===== src/rtl/decode_ex_pipe_pkg.sv =====
`default_nettype none
// ============================================================================
//  Module   : decode_ex_pipe_pkg
//  Purpose  : Opcode map, control encodings and decode function for ID/EX.
//  Revision : 1.0 - initial release
// ============================================================================
package decode_ex_pipe_pkg;

  localparam logic [4:0] c_OP_ADD   = 5'h01;
  localparam logic [4:0] c_OP_SUB   = 5'h02;
  localparam logic [4:0] c_OP_AND   = 5'h03;
  localparam logic [4:0] c_OP_OR    = 5'h04;
  localparam logic [4:0] c_OP_XOR   = 5'h05;
  localparam logic [4:0] c_OP_SLT   = 5'h06;
  localparam logic [4:0] c_OP_ADDI  = 5'h08;
  localparam logic [4:0] c_OP_LOAD  = 5'h09;
  localparam logic [4:0] c_OP_STORE = 5'h0A;
  localparam logic [4:0] c_OP_BEQ   = 5'h0B;
  localparam logic [4:0] c_OP_JAL   = 5'h0C;
  localparam logic [4:0] c_OP_LUI   = 5'h0D;

  localparam logic [1:0] c_IMM_S5   = 2'b00;
  localparam logic [1:0] c_IMM_S10  = 2'b01;
  localparam logic [1:0] c_IMM_S15  = 2'b10;
  localparam logic [1:0] c_IMM_U15  = 2'b11;

  localparam logic [1:0] c_RES_ALU  = 2'b00;
  localparam logic [1:0] c_RES_MEM  = 2'b01;
  localparam logic [1:0] c_RES_PC   = 2'b10;
  localparam logic [1:0] c_RES_IMM  = 2'b11;

  typedef enum logic [2:0] {
    ALU_ADD   = 3'd0,
    ALU_SUB   = 3'd1,
    ALU_AND   = 3'd2,
    ALU_OR    = 3'd3,
    ALU_XOR   = 3'd4,
    ALU_SLT   = 3'd5,
    ALU_PASSB = 3'd6
  } aluCtrl_e;

  typedef struct packed {
    logic       regWrite;
    logic       memWrite;
    logic       jump;
    logic       branch;
    logic       aluSrc;
    logic [1:0] resultSrc;
    aluCtrl_e   aluControl;
    logic [1:0] immSrc;
  } ctrlWord_t;

  // Undefined opcodes decode to an all-zero control word (architectural NOP).
  function automatic ctrlWord_t decodeOp(input logic [4:0] op);
    ctrlWord_t c;
    c.regWrite   = 1'b0;
    c.memWrite   = 1'b0;
    c.jump       = 1'b0;
    c.branch     = 1'b0;
    c.aluSrc     = 1'b0;
    c.resultSrc  = c_RES_ALU;
    c.aluControl = ALU_ADD;
    c.immSrc     = c_IMM_S5;
    case (op)
      c_OP_ADD: c.regWrite = 1'b1;
      c_OP_SUB: begin
        c.regWrite   = 1'b1;
        c.aluControl = ALU_SUB;
      end
      c_OP_AND: begin
        c.regWrite   = 1'b1;
        c.aluControl = ALU_AND;
      end
      c_OP_OR: begin
        c.regWrite   = 1'b1;
        c.aluControl = ALU_OR;
      end
      c_OP_XOR: begin
        c.regWrite   = 1'b1;
        c.aluControl = ALU_XOR;
      end
      c_OP_SLT: begin
        c.regWrite   = 1'b1;
        c.aluControl = ALU_SLT;
      end
      c_OP_ADDI: begin
        c.regWrite = 1'b1;
        c.aluSrc   = 1'b1;
      end
      c_OP_LOAD: begin
        c.regWrite  = 1'b1;
        c.aluSrc    = 1'b1;
        c.resultSrc = c_RES_MEM;
      end
      c_OP_STORE: begin
        c.memWrite = 1'b1;
        c.aluSrc   = 1'b1;
        c.immSrc   = c_IMM_S10;
      end
      c_OP_BEQ: begin
        c.branch     = 1'b1;
        c.aluControl = ALU_SUB;
        c.immSrc     = c_IMM_S15;
      end
      c_OP_JAL: begin
        c.regWrite  = 1'b1;
        c.jump      = 1'b1;
        c.resultSrc = c_RES_PC;
        c.immSrc    = c_IMM_S15;
      end
      c_OP_LUI: begin
        c.regWrite   = 1'b1;
        c.aluSrc     = 1'b1;
        c.resultSrc  = c_RES_IMM;
        c.aluControl = ALU_PASSB;
        c.immSrc     = c_IMM_U15;
      end
      default: ;
    endcase
    return c;
  endfunction

endpackage
`default_nettype wire


===== src/rtl/decode_ex_pipe_regfile_bypass.sv =====
`default_nettype none
// ============================================================================
//  Module   : regfile_bypass
//  Purpose  : 2R1W register file, r0 hard-wired to zero, write-to-read bypass.
//  Revision : 1.0 - initial release
// ============================================================================
module regfile_bypass #(
  parameter int XLEN  = 19,
  parameter int NREGS = 19
) (
  input  logic            clk,
  input  logic            reset,
  input  logic            writeEn,
  input  logic [4:0]      writeAddr,
  input  logic [XLEN-1:0] writeData,
  input  logic [4:0]      readAddr1,
  input  logic [4:0]      readAddr2,
  output logic [XLEN-1:0] readData1,
  output logic [XLEN-1:0] readData2
);

  localparam logic [5:0] c_NREGS = 6'(NREGS);

  logic [XLEN-1:0] r_regs [NREGS];
  logic            w_writeOk;
  logic [4:0]      w_rdAddr [2];
  logic [XLEN-1:0] w_rdData [2];

  assign w_writeOk   = writeEn && (writeAddr != 5'd0) && ({1'b0, writeAddr} < c_NREGS);
  assign w_rdAddr[0] = readAddr1;
  assign w_rdAddr[1] = readAddr2;
  assign readData1   = w_rdData[0];
  assign readData2   = w_rdData[1];

  always_ff @(posedge clk or negedge reset) begin
    if (!reset) begin
      for (int i = 0; i < NREGS; i++) r_regs[i] <= '0;
    end else if (w_writeOk) begin
      r_regs[writeAddr] <= writeData;
    end
  end

  // Out-of-range addresses read zero even when a write to them is in flight.
  for (genvar p = 0; p < 2; p++) begin : g_read
    always_comb begin
      w_rdData[p] = '0;
      if ((w_rdAddr[p] != 5'd0) && ({1'b0, w_rdAddr[p]} < c_NREGS)) begin
        if (writeEn && (writeAddr == w_rdAddr[p])) w_rdData[p] = writeData;
        else                                       w_rdData[p] = r_regs[w_rdAddr[p]];
      end
    end
  end

endmodule
`default_nettype wire


===== src/rtl/decode_ex_pipe.sv =====
`default_nettype none
// ============================================================================
//  Module   : decode_ex_pipe
//  Purpose  : Decode stage with register file, load-use detection, ID/EX reg.
//  Revision : 1.0 - initial release
// ============================================================================
module decode_ex_pipe
  import decode_ex_pipe_pkg::*;
#(
  parameter int XLEN  = 19,
  parameter int PC_W  = 15,
  parameter int NREGS = 19
) (
  input  logic            clk,
  input  logic            reset,
  input  logic [19:0]     instr_d,
  input  logic [PC_W-1:0] pc_d,
  input  logic            valid_d,
  input  logic            flush_e,
  input  logic            reg_write_w,
  input  logic [4:0]      rd_w,
  input  logic [XLEN-1:0] result_w,
  output logic            stall_d,
  output logic            valid_e,
  output logic            reg_write_e,
  output logic            mem_write_e,
  output logic            jump_e,
  output logic            branch_e,
  output logic            alu_src_e,
  output logic [1:0]      result_src_e,
  output logic [2:0]      alu_control_e,
  output logic [XLEN-1:0] rd1_e,
  output logic [XLEN-1:0] rd2_e,
  output logic [XLEN-1:0] imm_ext_e,
  output logic [PC_W-1:0] pc_e,
  output logic [4:0]      rs1_e,
  output logic [4:0]      rs2_e,
  output logic [4:0]      rd_e
);

  ctrlWord_t       w_ctrl;
  logic [4:0]      w_rd;
  logic [4:0]      w_rs1;
  logic [4:0]      w_rs2;
  logic [XLEN-1:0] w_immExt;
  logic [XLEN-1:0] w_rd1;
  logic [XLEN-1:0] w_rd2;
  logic            w_loadInEx;
  logic            w_hazard;
  logic            w_bubble;

  assign w_ctrl = decodeOp(instr_d[4:0]);
  assign w_rd   = instr_d[9:5];
  assign w_rs1  = instr_d[14:10];
  assign w_rs2  = instr_d[19:15];

  always_comb begin
    w_immExt = '0;
    case (w_ctrl.immSrc)
      c_IMM_S5:  w_immExt = {{(XLEN-5){instr_d[19]}},  instr_d[19:15]};
      c_IMM_S10: w_immExt = {{(XLEN-10){instr_d[19]}}, instr_d[19:10]};
      c_IMM_S15: w_immExt = {{(XLEN-15){instr_d[19]}}, instr_d[19:5]};
      default:   w_immExt = {{(XLEN-15){1'b0}},        instr_d[19:5]};
    endcase
  end

  regfile_bypass #(
    .XLEN  (XLEN),
    .NREGS (NREGS)
  ) u_regfile (
    .clk       (clk),
    .reset     (reset),
    .writeEn   (reg_write_w),
    .writeAddr (rd_w),
    .writeData (result_w),
    .readAddr1 (w_rs1),
    .readAddr2 (w_rs2),
    .readData1 (w_rd1),
    .readData2 (w_rd2)
  );

  // rs2 only matters when it feeds the ALU; immediate forms reuse that field.
  assign w_loadInEx = valid_e && (result_src_e == c_RES_MEM) && (rd_e != 5'd0);
  assign w_hazard   = valid_d && w_loadInEx &&
                      ((rd_e == w_rs1) || ((rd_e == w_rs2) && !w_ctrl.aluSrc));
  assign stall_d    = reset && w_hazard && !flush_e;
  assign w_bubble   = flush_e || w_hazard || !valid_d;

  always_ff @(posedge clk or negedge reset) begin
    if (!reset) begin
      valid_e       <= 1'b0;
      reg_write_e   <= 1'b0;
      mem_write_e   <= 1'b0;
      jump_e        <= 1'b0;
      branch_e      <= 1'b0;
      alu_src_e     <= 1'b0;
      result_src_e  <= 2'b00;
      alu_control_e <= 3'b000;
      rd1_e         <= '0;
      rd2_e         <= '0;
      imm_ext_e     <= '0;
      pc_e          <= '0;
      rs1_e         <= 5'd0;
      rs2_e         <= 5'd0;
      rd_e          <= 5'd0;
    end else begin
      valid_e       <= !w_bubble && valid_d;
      reg_write_e   <= !w_bubble && w_ctrl.regWrite;
      mem_write_e   <= !w_bubble && w_ctrl.memWrite;
      jump_e        <= !w_bubble && w_ctrl.jump;
      branch_e      <= !w_bubble && w_ctrl.branch;
      alu_src_e     <= !w_bubble && w_ctrl.aluSrc;
      result_src_e  <= w_bubble ? 2'b00  : w_ctrl.resultSrc;
      alu_control_e <= w_bubble ? 3'b000 : w_ctrl.aluControl;
      // Data fields ride along regardless; valid_e qualifies them.
      rd1_e         <= w_rd1;
      rd2_e         <= w_rd2;
      imm_ext_e     <= w_immExt;
      pc_e          <= pc_d;
      rs1_e         <= w_rs1;
      rs2_e         <= w_rs2;
      rd_e          <= w_rd;
    end
  end

endmodule
`default_nettype wire


===== config.mk =====
export PLATFORM = sky130hd
export DESIGN_NAME = decode_ex_pipe
export DESIGN_NICKNAME = d
export VERILOG_FILES = /design/src/rtl/decode_ex_pipe_pkg.sv /design/src/rtl/decode_ex_pipe_regfile_bypass.sv /design/src/rtl/decode_ex_pipe.sv
export SDC_FILE = /design/constraint.sdc
export NUM_CORES = 1
export LEC_CHECK = 0
export CORE_MARGIN = 4
export CORE_UTILIZATION = 55
export DETAILED_ROUTE_END_ITERATION = 8
export PLACE_DENSITY_LB_ADDON = 0.2
export SYNTH_ARGS = -nofsm -noshare
export SYNTH_HDL_FRONTEND = slang
export SYNTH_SLANG_ARGS = --single-unit

===== constraint.sdc =====
create_clock -name clk -period 2.24 [get_ports clk]
set_input_delay 0.224 -clock clk [delete_from_list [all_inputs] [get_ports clk]]
set_output_delay 0.224 -clock clk [all_outputs]
set_load 0.005 [all_outputs]

==> flow_summary.yaml, run 1 <==
worst_setup_path:
  critPathCaptureType: "output pin"
  cp.arrival_ns: 2.04
  r2r-end: "reg_write_e"
  r2r_cells: 6
  cp_max_fo: 3
  ff2ff_setup_slack_ns: 0.36
  critPathRequiredTime_ns: 2.02
  critical-path-slowest-cell: "or4_1"
  path_class: "flip-flop to output pin"
  critPathLaunchType: "flip-flop"
  cp_top_family: "simple AND/OR/NAND/NOR gates"
  r2r-start: "rd_e[3]"
  crit_buf_inv: 2
  path_cells: "buf_4 > or4_1 > o21ai_2 > nor4b_2 > buf_2"
  critPathMaxStageDelay_ns: 0.49
min_path:
  min_path_type: "input port to flip-flop"
  min_to: "rs2_e[1]"
  hold_path_depth: 2
  hp-start: "instr_d[16]"
outcome:
  status: "complete, but fails checks"
  violations: "negative setup slack"
sta:
  tightest_slew_ns: 0.905
  slew_violations: 0
  final.setup.tns_ns: -0.0285
  finalWorstSetupSlack_ns: -0.0285
  min_period_over_period: 1.01
  clock_skew_ns: 0.00787
  max_freq_mhz: 441
  hold_viol: 0
  setup_violations: 1
  relSlewSlack: 0.396
  min_period_ns: 2.27
  rsz0062_at_grt: "yes"
routing:
  met3_length_um: 5620
  wl_met2_um: 32700
  drt.antenna.violating_nets: 0
  first_pass_iters: 5
  drt_wl_total_um: 69000
  vias: 16316
  vias_per_cell: 6.52
  top_layer: "met4"
  post_drt_wl_per_cell_um: 27.5
  drt_first_iter_violations: 1404
  drt-met1-wl_um: 27900
  drc_errors: 0
clock_tree:
  clk_pin_slew_ns: 0.06
  cts_sinks: 455
  cts_buffer_depth: 3
  numCtsBuffers: 48
  cts_tree: "done"
  cts_htree_levels: 2
  clk_latency_ns: 0.59
  root_buffer: "clkbuf_16"
yosys:
  seq_area_frac_synth: 0.494
  synth_area_leaders: "dfrtp_1, mux2_2, mux2i_1"
  yosysTopAreaCell: "dfrtp_1"
  synthCells: 1761
  synth.cell_area_mm2: 0.0231
  synth_edf_count: 0
  synth.avg_cell_area_um2: 13.1
  syn_nets: 1825
  yosysWarnings: 0
  synthFlopType: "dfrtp_1"
  synth_top_area_frac: 0.494
  async_flop_share: 1.00
  ys_seq_elements: 455
  synth_cell_type_count: 58
floorplan:
  core_mm2: 0.0411
  start_util: 0.561
  die_w_um: 213
  die_h_um: 213
  io_pins: 163
  core.rowCount: 74
  die-area_mm2: 0.0453
pwr:
  seqPwrFrac: 0.459
  power.leakage_nw: 12.4
  swShare: 0.270
  clkPwrFrac: 0.353
  ir_drop_uv: 688
  powerDensity_mw_per_mm2: 827
  p_comb_frac: 0.188
  p_int_mw: 16.8
  switchingPower_mw: 6.19
  power_mw: 23.0
cells_and_area:
  final.fill_count: 3031
  synthToLayoutAreaGrowth_pct: 20.4
  ff_latch_area_mm2: 0.0114
  drive_gt1_frac: 0.360
  fin_nets: 1999
  fin_util: 0.675
  instances_no_fill: 2504
  multi_input_area_mm2: 0.0107
grt:
  grtUsageTotal: 0.307
  grt_pass1_vias: 16902
  grt_max_degree: 171
  grt_pass1_wl_um: 104000
  antenna_found_initial: 2
  grt_overflow: 0
flow_run:
  max_cap_viol_count: 0
place:
  io_buffers: 162
  dpl.cell_count: 2416
  dp_slack_ns: -0.402
  dp_hpwl_um: 44000
  place.gp.congestion: 0.878
==> cells in the mapped netlist (21+ instances only) <==
cell,instances
nor2_1,52
mux2_2,361
buf_2,55
buf_4,38
o22ai_1,42
clkbuf_1,75
a31oi_1,23
nor3_1,21
nand2_1,51
a21oi_1,54
o21ai_0,41
mux4_2,76
dfrtp_1,455
mux2i_1,190
==> state kept, by name (all words and copies together) (netlist names) <==
name / flops
alu_control_e: 3
alu_src_e: 1
branch_e: 1
imm_ext_e: 16
jump_e: 1
mem_write_e: 1
pc_e: 15
rd1_e: 19
rd2_e: 19
rd_e: 5
reg_write_e: 1
result_src_e: 2
rs1_e: 5
rs2_e: 4
u_regfile.r_regs: 361
valid_e: 1
==> what timing repair did <==
action                                 CTS  global route
gates resized for setup                  9             7
endpoints found under the hold margin  135             0
buffers inserted                         0             1
hold buffers                             2             0
pin swaps                                3             4
setup endpoints to repair                1             3
==> placed cells by master, fill, tap and decap left out, types with 20 or more instances in the layout <==
cell type and count:
buf_4 98, buf_12 50, mux4_2 76, o21ai_0 40
mux2i_1 190, nor2_1 52, nand2_1 51, mux2_2 361
a21oi_1 54, a31oi_1 23, o22ai_1 42, clkdlybuf4s50_1 155
clkbuf_16 49, nand3_1 20, dfrtp_1 452
==> cell families (layout without fill, tap and decap cells) <==
group | count (synthesis) | in the layout | share of synthesized area
mux | 628 | 628 | 0.333
flops | 455 | 455 | 0.494
compound gates | 260 | 260 | 0.0769
simple gates | 203 | 203 | 0.0444
buf+inv | 195 | 404 | 0.0443
xor+xnor | 20 | 20 | 0.00759
other cells | 0 | 2 | 0
==> power by group through the flow <==
stage / sequential [mW] / combinational [mW] / clock [mW]
floorplan: 10.3 / 2.92 / 0
global placement: 10.5 / 4.18 / 0
detailed placement: 10.6 / 4.29 / 0
CTS: 10.5 / 4.32 / 8.24
global route: 10.7 / 4.68 / 8.58
finish: 10.5 / 4.32 / 8.10
==> per-layer routing <==
layer  vias to the layer above  global-route usage
met2                       784               0.497
met3                       185              0.0671
met5                         -                   0
met1                      8453               0.415
li1                       6894                   -
met4                         0               0.109
==> metrics by stage <==
| stage | area (um2) | hold slack, ns |
|---|---|---|
| 3_5_place_dp | 26100 | 0.0998 |
| 3_3_place_gp | 26100 | 0.0990 |
| 5_1_grt | 27800 | 0.0240 |
| 6_report | 27800 | 0.0367 |
| 4_1_cts | 27700 | 0.0107 |
| 2_1_floorplan | 23100 | -0.0716 |
==> worst register-to-register path, delay by kind of cell (launching register included) <==
| kind | cells | cell delay [ns] |
|---|---|---|
| AO/OA/AOI/OAI | 3 | 0.52 |
| AND/OR/NAND/NOR | 1 | 0.49 |
| flip-flops | 1 | 0.44 |
| buffers and inverters | 2 | 0.31 |
==> how the worst max path moves through the flow <==
stage           startpoint         to  slack [ns]  cells past startpoint
6_report           rd_e[3]    stall_d       -0.03                      5
5_1_grt            rd_e[1]    stall_d       -0.14                      5
4_1_cts            rd_e[0]    stall_d       -0.12                      5
3_5_place_dp   instr_d[18]    stall_d       -0.40                      7
3_3_place_gp   instr_d[18]    stall_d       -0.42                      7
2_1_floorplan  instr_d[10]  rd1_e[10]        0.55                      7
==> cell type report <==
type | instances | area share
clock buffer | 64 | 0.0491
clock inverter | 21 | 0.00816
multi-input combinational | 1111 | 0.386
sequential | 455 | 0.410
antenna | 2 | 0.000180
inverter | 7 | 0.000946
tap | 532 | 0.0240
timing repair buffer | 312 | 0.121
No activity file was read; power rests on OpenSTA's default activity.
==> inputs of run 2 (changes only) <==
==> constraint.sdc (replaced) <==
create_clock -name clk -period 2.24 [get_ports clk]
set_input_delay 0.224 -clock clk [delete_from_list [all_inputs] [get_ports clk]]
set_output_delay 0.224 -clock clk [all_outputs]
set_load 0.05 [all_outputs]
==> flow_summary.yaml, run 2 (synthesis results as in run 1) <==
outcome:
  status: "complete, but fails checks"
  violations: "negative setup slack"
min_path:
  min_path_type: "input port to flip-flop"
place:
  dp_hpwl_um: 46600
  io_buffers: 162
  place.gp.congestion: 0.905
  dpl-instance-area_mm2: 0.0263
clock_tree:
  clk_latency_ns: 0.58
  cts_tree: "done"
  cts_buffer_depth: 3
  root_buffer: "clkbuf_16"
  cts_htree_levels: 2
  clk_pin_slew_ns: 0.06
  numCtsBuffers: 48
  cts_sinks: 455
grt:
  grt_max_degree: 146
  antenna_found_initial: 3
  grtUsageTotal: 0.313
  grt_overflow: 0
  grt_pass1_vias: 17113
  grt_pass1_wl_um: 106000
floorplan:
  die_w_um: 213
  die_h_um: 213
  io_pins: 163
  die-area_mm2: 0.0453
  core.rowCount: 74
  core_mm2: 0.0411
  start_util: 0.561
sta:
  setup_violations: 1
  min_period_ns: 2.31
  clock_skew_ns: 0.0145
  finalWorstSetupSlack_ns: -0.0667
  min_period_over_period: 1.03
  hold_ws_ns: 0.0417
  rsz0062_at_grt: "yes"
  final.setup.tns_ns: -0.0667
  slew_violations: 0
  hold_viol: 0
  max_freq_mhz: 434
  relSlewSlack: 0.229
  tightest_slew_ns: 1.15
worst_setup_path:
  critPathLaunchType: "flip-flop"
  critPathMaxStageDelay_ns: 0.44
  critPathRequiredTime_ns: 2.02
  critPathCaptureType: "output pin"
  cp.arrival_ns: 2.08
  critical-path-slowest-cell: "dfrtp_2"
  path_cells: "xor2_1 > nor3_2 > a22oi_2 > nor4b_4 > buf_12"
  cp_max_fo: 4
  path_class: "flip-flop to output pin"
pwr:
  ir_drop_uv: 702
  power_mw: 23.2
  powerDensity_mw_per_mm2: 830
  power.leakage_nw: 12.5
routing:
  drt.antenna.violating_nets: 0
  drt_wl_total_um: 70300
  drt_first_iter_violations: 1523
  first_pass_iters: 5
  post_drt_wl_per_cell_um: 27.8
  vias_per_cell: 6.54
  vias: 16555
  drc_errors: 0
cells_and_area:
  postLayoutCellArea_mm2: 0.0279
  top_register: "u_regfile.r_regs"
  synthToLayoutAreaGrowth_pct: 21.1
  fin_nets: 2032
  drive_gt1_frac: 0.372
  top_regs: "u_regfile.r_regs (361), rd1_e (19), rd2_e (19)"
  layout_commonest_cell: "dfrtp_1"
  largest_reg_flops: 361
  fin_util: 0.679
  final_cell_mix: "dfrtp_1, mux2_2, mux2i_1"
flow_run:
  max_cap_viol_count: 0
==> run 2: worst max-delay path, delay by kind of cell, from the launching register on <==
kind                      cells  cell delay, ns
DFF                           1            0.44
buffers and inverters         1            0.18
and+or+nand+nor               2            0.56
AOI/OAI and AO/OA             1            0.16
xor gates and xnor gates      1            0.17
==> run 2: layer usage <==
metal	vias up	track usage	routed length, um
met2	823	0.484	32200
met3	212	0.0845	6310
li1	6945	-	-
met5	-	0	30
met1	8571	0.423	28400
met4	4	0.134	3330
==> run 2: final timing paths <==
kind | from | to | cells past startpoint | slack, ns
worst max-delay path | rd_e[4] | stall_d | 5 | -0.07
worst max register to register | rd_e[1] | reg_write_e | 6 | 0.31
max in group asynchronous | reset | u_regfile.r_regs[86] | 3 | 0.93
worst min register to register | u_regfile.r_regs[350] | u_regfile.r_regs[350] | 0 | 0.40
min in group asynchronous | reset | u_regfile.r_regs[281] | 2 | 0.15
worst min-delay path | instr_d[16] | rs2_e[1] | 1 | 0.04
==> run 2: final cells by class <==
type / instances / area [um2]
fill: 2970 / 13200
timing repair buffer: 345 / 3620
multi-input combinational: 1111 / 10700
clock buffer: 61 / 1360
sequential: 455 / 11400
antenna: 1 / 2.50
clock inverter: 18 / 148
inverter: 7 / 26.3
tap: 532 / 666
==> run 2: power by group <==
part | internal, mW | switching (mW)
Sequential | 9.55 | 1.01
Clock | 4.48 | 3.27
Combinational | 2.53 | 2.32
Total | 16.6 | 6.60
==> run 2: repair_timing <==
item,in CTS,in global routing
buffers inserted,4,0
pin swaps,5,0
setup endpoints to repair,1,1
cloned,0,0
endpoints found under the hold margin,93,0
hold buffers,2,0
resized for setup,8,0
==> run 2: per-stage QoR <==
step,cells,setup WS [ns]
finish,2530,-0.0667
global route,2530,-0.144
CTS,2529,-0.0698
detailed placement,2445,-0.183
global placement,2445,-0.127
floorplan,1761,0.132
==> inputs of run 3 (changes only) <==
--- a/config.mk
+++ b/config.mk
@@ -6,8 +6,9 @@
 export NUM_CORES = 1
 export LEC_CHECK = 0
 export CORE_MARGIN = 4
-export CORE_UTILIZATION = 55
+export CORE_UTILIZATION = 56
 export DETAILED_ROUTE_END_ITERATION = 8
+export MAX_ROUTING_LAYER = met4
 export PLACE_DENSITY_LB_ADDON = 0.2
 export SYNTH_ARGS = -nofsm -noshare
 export SYNTH_HDL_FRONTEND = slang
==> flow_summary.yaml, run 3 (synthesis results as in run 1) <==
worst_setup_path:
  r2r-start: "rd_e[1]"
  critPathLaunchType: "flip-flop"
  critPathCaptureType: "output pin"
  path_class: "flip-flop to output pin"
  r2r-end: "reg_write_e"
  ff2ff_setup_slack_ns: 0.33
  critPathRequiredTime_ns: 2.02
  cp_max_fo: 4
  cp.arrival_ns: 2.10
  r2r_cells: 5
clock_tree:
  clk_pin_slew_ns: 0.06
  clk_latency_ns: 0.58
  root_buffer: "clkbuf_16"
  cts_tree: "done"
  cts_buffer_depth: 3
  numCtsBuffers: 48
  cts_htree_levels: 2
  cts_sinks: 455
sta:
  slew_violations: 0
  max_freq_mhz: 430
  min_period_over_period: 1.04
  min_period_ns: 2.33
  finalWorstSetupSlack_ns: -0.0880
  tightest_slew_ns: 0.815
  hold_viol: 0
  hold_ws_ns: 0.0428
  relSlewSlack: 0.455
  final.setup.tns_ns: -0.0880
  clock_skew_ns: 0.0116
  rsz0062_at_grt: "yes"
  setup_violations: 1
pwr:
  powerDensity_mw_per_mm2: 835
  power.leakage_nw: 12.7
  ir_drop_uv: 759
min_path:
  hold_path_depth: 2
  hp-start: "instr_d[16]"
  min_to: "rs2_e[1]"
  min_path_type: "input port to flip-flop"
floorplan:
  start_util: 0.566
  die_h_um: 211
  io_pins: 163
  die_w_um: 211
  die-area_mm2: 0.0445
  core.rowCount: 74
  core_mm2: 0.0407
routing:
  vias_per_cell: 6.54
  drc_errors: 0
  drt_wl_total_um: 69500
  drt.antenna.violating_nets: 0
  vias: 16624
  drt_first_iter_violations: 1357
  post_drt_wl_per_cell_um: 27.3
  first_pass_iters: 6
grt:
  grt_max_degree: 129
  globalRouteMet3Util: 0.0602
  grt_pass1_wl_um: 106000
  grt_overflow: 0
  grtUsageMet2: 0.502
  busiest_layer: "met2"
  antenna_found_initial: 1
  grt_pass1_vias: 17309
  use_met1: 0.429
  grtUsageTotal: 0.321
place:
  dp_hpwl_um: 46800
  io_buffers: 162
  dpl-instance-area_mm2: 0.0264
  place.gp.congestion: 0.918
  dp_slack_ns: -0.133
cells_and_area:
  top_regs: "u_regfile.r_regs (361), rd1_e (19), rd2_e (19)"
  postLayoutCellArea_mm2: 0.0281
  final_cell_mix: "dfrtp_1, mux2_2, mux2i_1"
  synthToLayoutAreaGrowth_pct: 21.9
  drive_gt1_frac: 0.372
  top_register: "u_regfile.r_regs"
  largest_reg_flops: 361
  fin_nets: 2037
  final.fill_count: 2871
  layout_commonest_cell: "dfrtp_1"
  fin_util: 0.690
outcome:
  status: "complete, but fails checks"
  violations: "negative setup slack"
flow_run:
  max_cap_viol_count: 0
-- run 3: changes by cell type in the layout (fill, tap and decap cells not counted), sizes merged --
cell,before,now
clkinv,13,6
dlygate4sd3,2,1
inv,7,8
clkbuf,63,78
buf,187,193
clkinvlp,3,1
-- run 3: routing by layer --
layer	vias to the layer above	wire, um
met1	8614	27700
li1	6959	-
met3	177	6110
met2	874	32900
met5	-	0
met4	0	2730
-- run 3: worst max-delay path by stage --
stage	from	endpoint
after floorplan	rd_e[0]	stall_d
after global placement	instr_d[19]	rd2_e[16]
after detailed placement	instr_d[19]	rd2_e[16]
after CTS	rd_e[1]	stall_d
after global routing	rd_e[1]	stall_d
final	rd_e[1]	stall_d
-- run 3: worst max-delay path, cell delays in order, from the launching register on --
cell and delay [ns]:
dfrtp_2 0.44, or4_1 0.57, o21ai_2 0.18, buf_4 0.14
nor4b_4 0.04, buf_12 0.15
-- run 3: final cells by class --
cell class,count,area (um2),area share
Sequential cell,455,11400,0.405
Clock buffer,76,1490,0.0529
Clock inverter,10,109,0.00387
Timing Repair Buffer,350,3720,0.132
Tap cell,532,666,0.0237
Inverter,7,26.3,0.000935
Antenna cell,1,2.50,0.0000890
Multi-Input combinational cell,1111,10700,0.381
-- run 3: timing repair --
action                                 4_1_cts  5_1_grt
setup endpoints to repair                    1        1
endpoints found under the hold margin      282        0
gates resized for setup                      5        3
setup buffers                                2        2
hold buffers                                 1        0
pin swaps                                    3        4
-- run 3: where the power goes --
part           switching (mW)  total, mW  internal [mW]
Combinational            2.31       4.85           2.55
Sequential              0.999       10.6           9.55
Clock                    3.30       8.06           4.77
-- run 3: stage by stage --
step	instances	power [mW]
6_report	2542	23.5
5_1_grt	2542	24.4
4_1_cts	2539	23.5
3_5_place_dp	2450	15.4
3_3_place_gp	2450	15.2
2_1_floorplan	1761	13.7
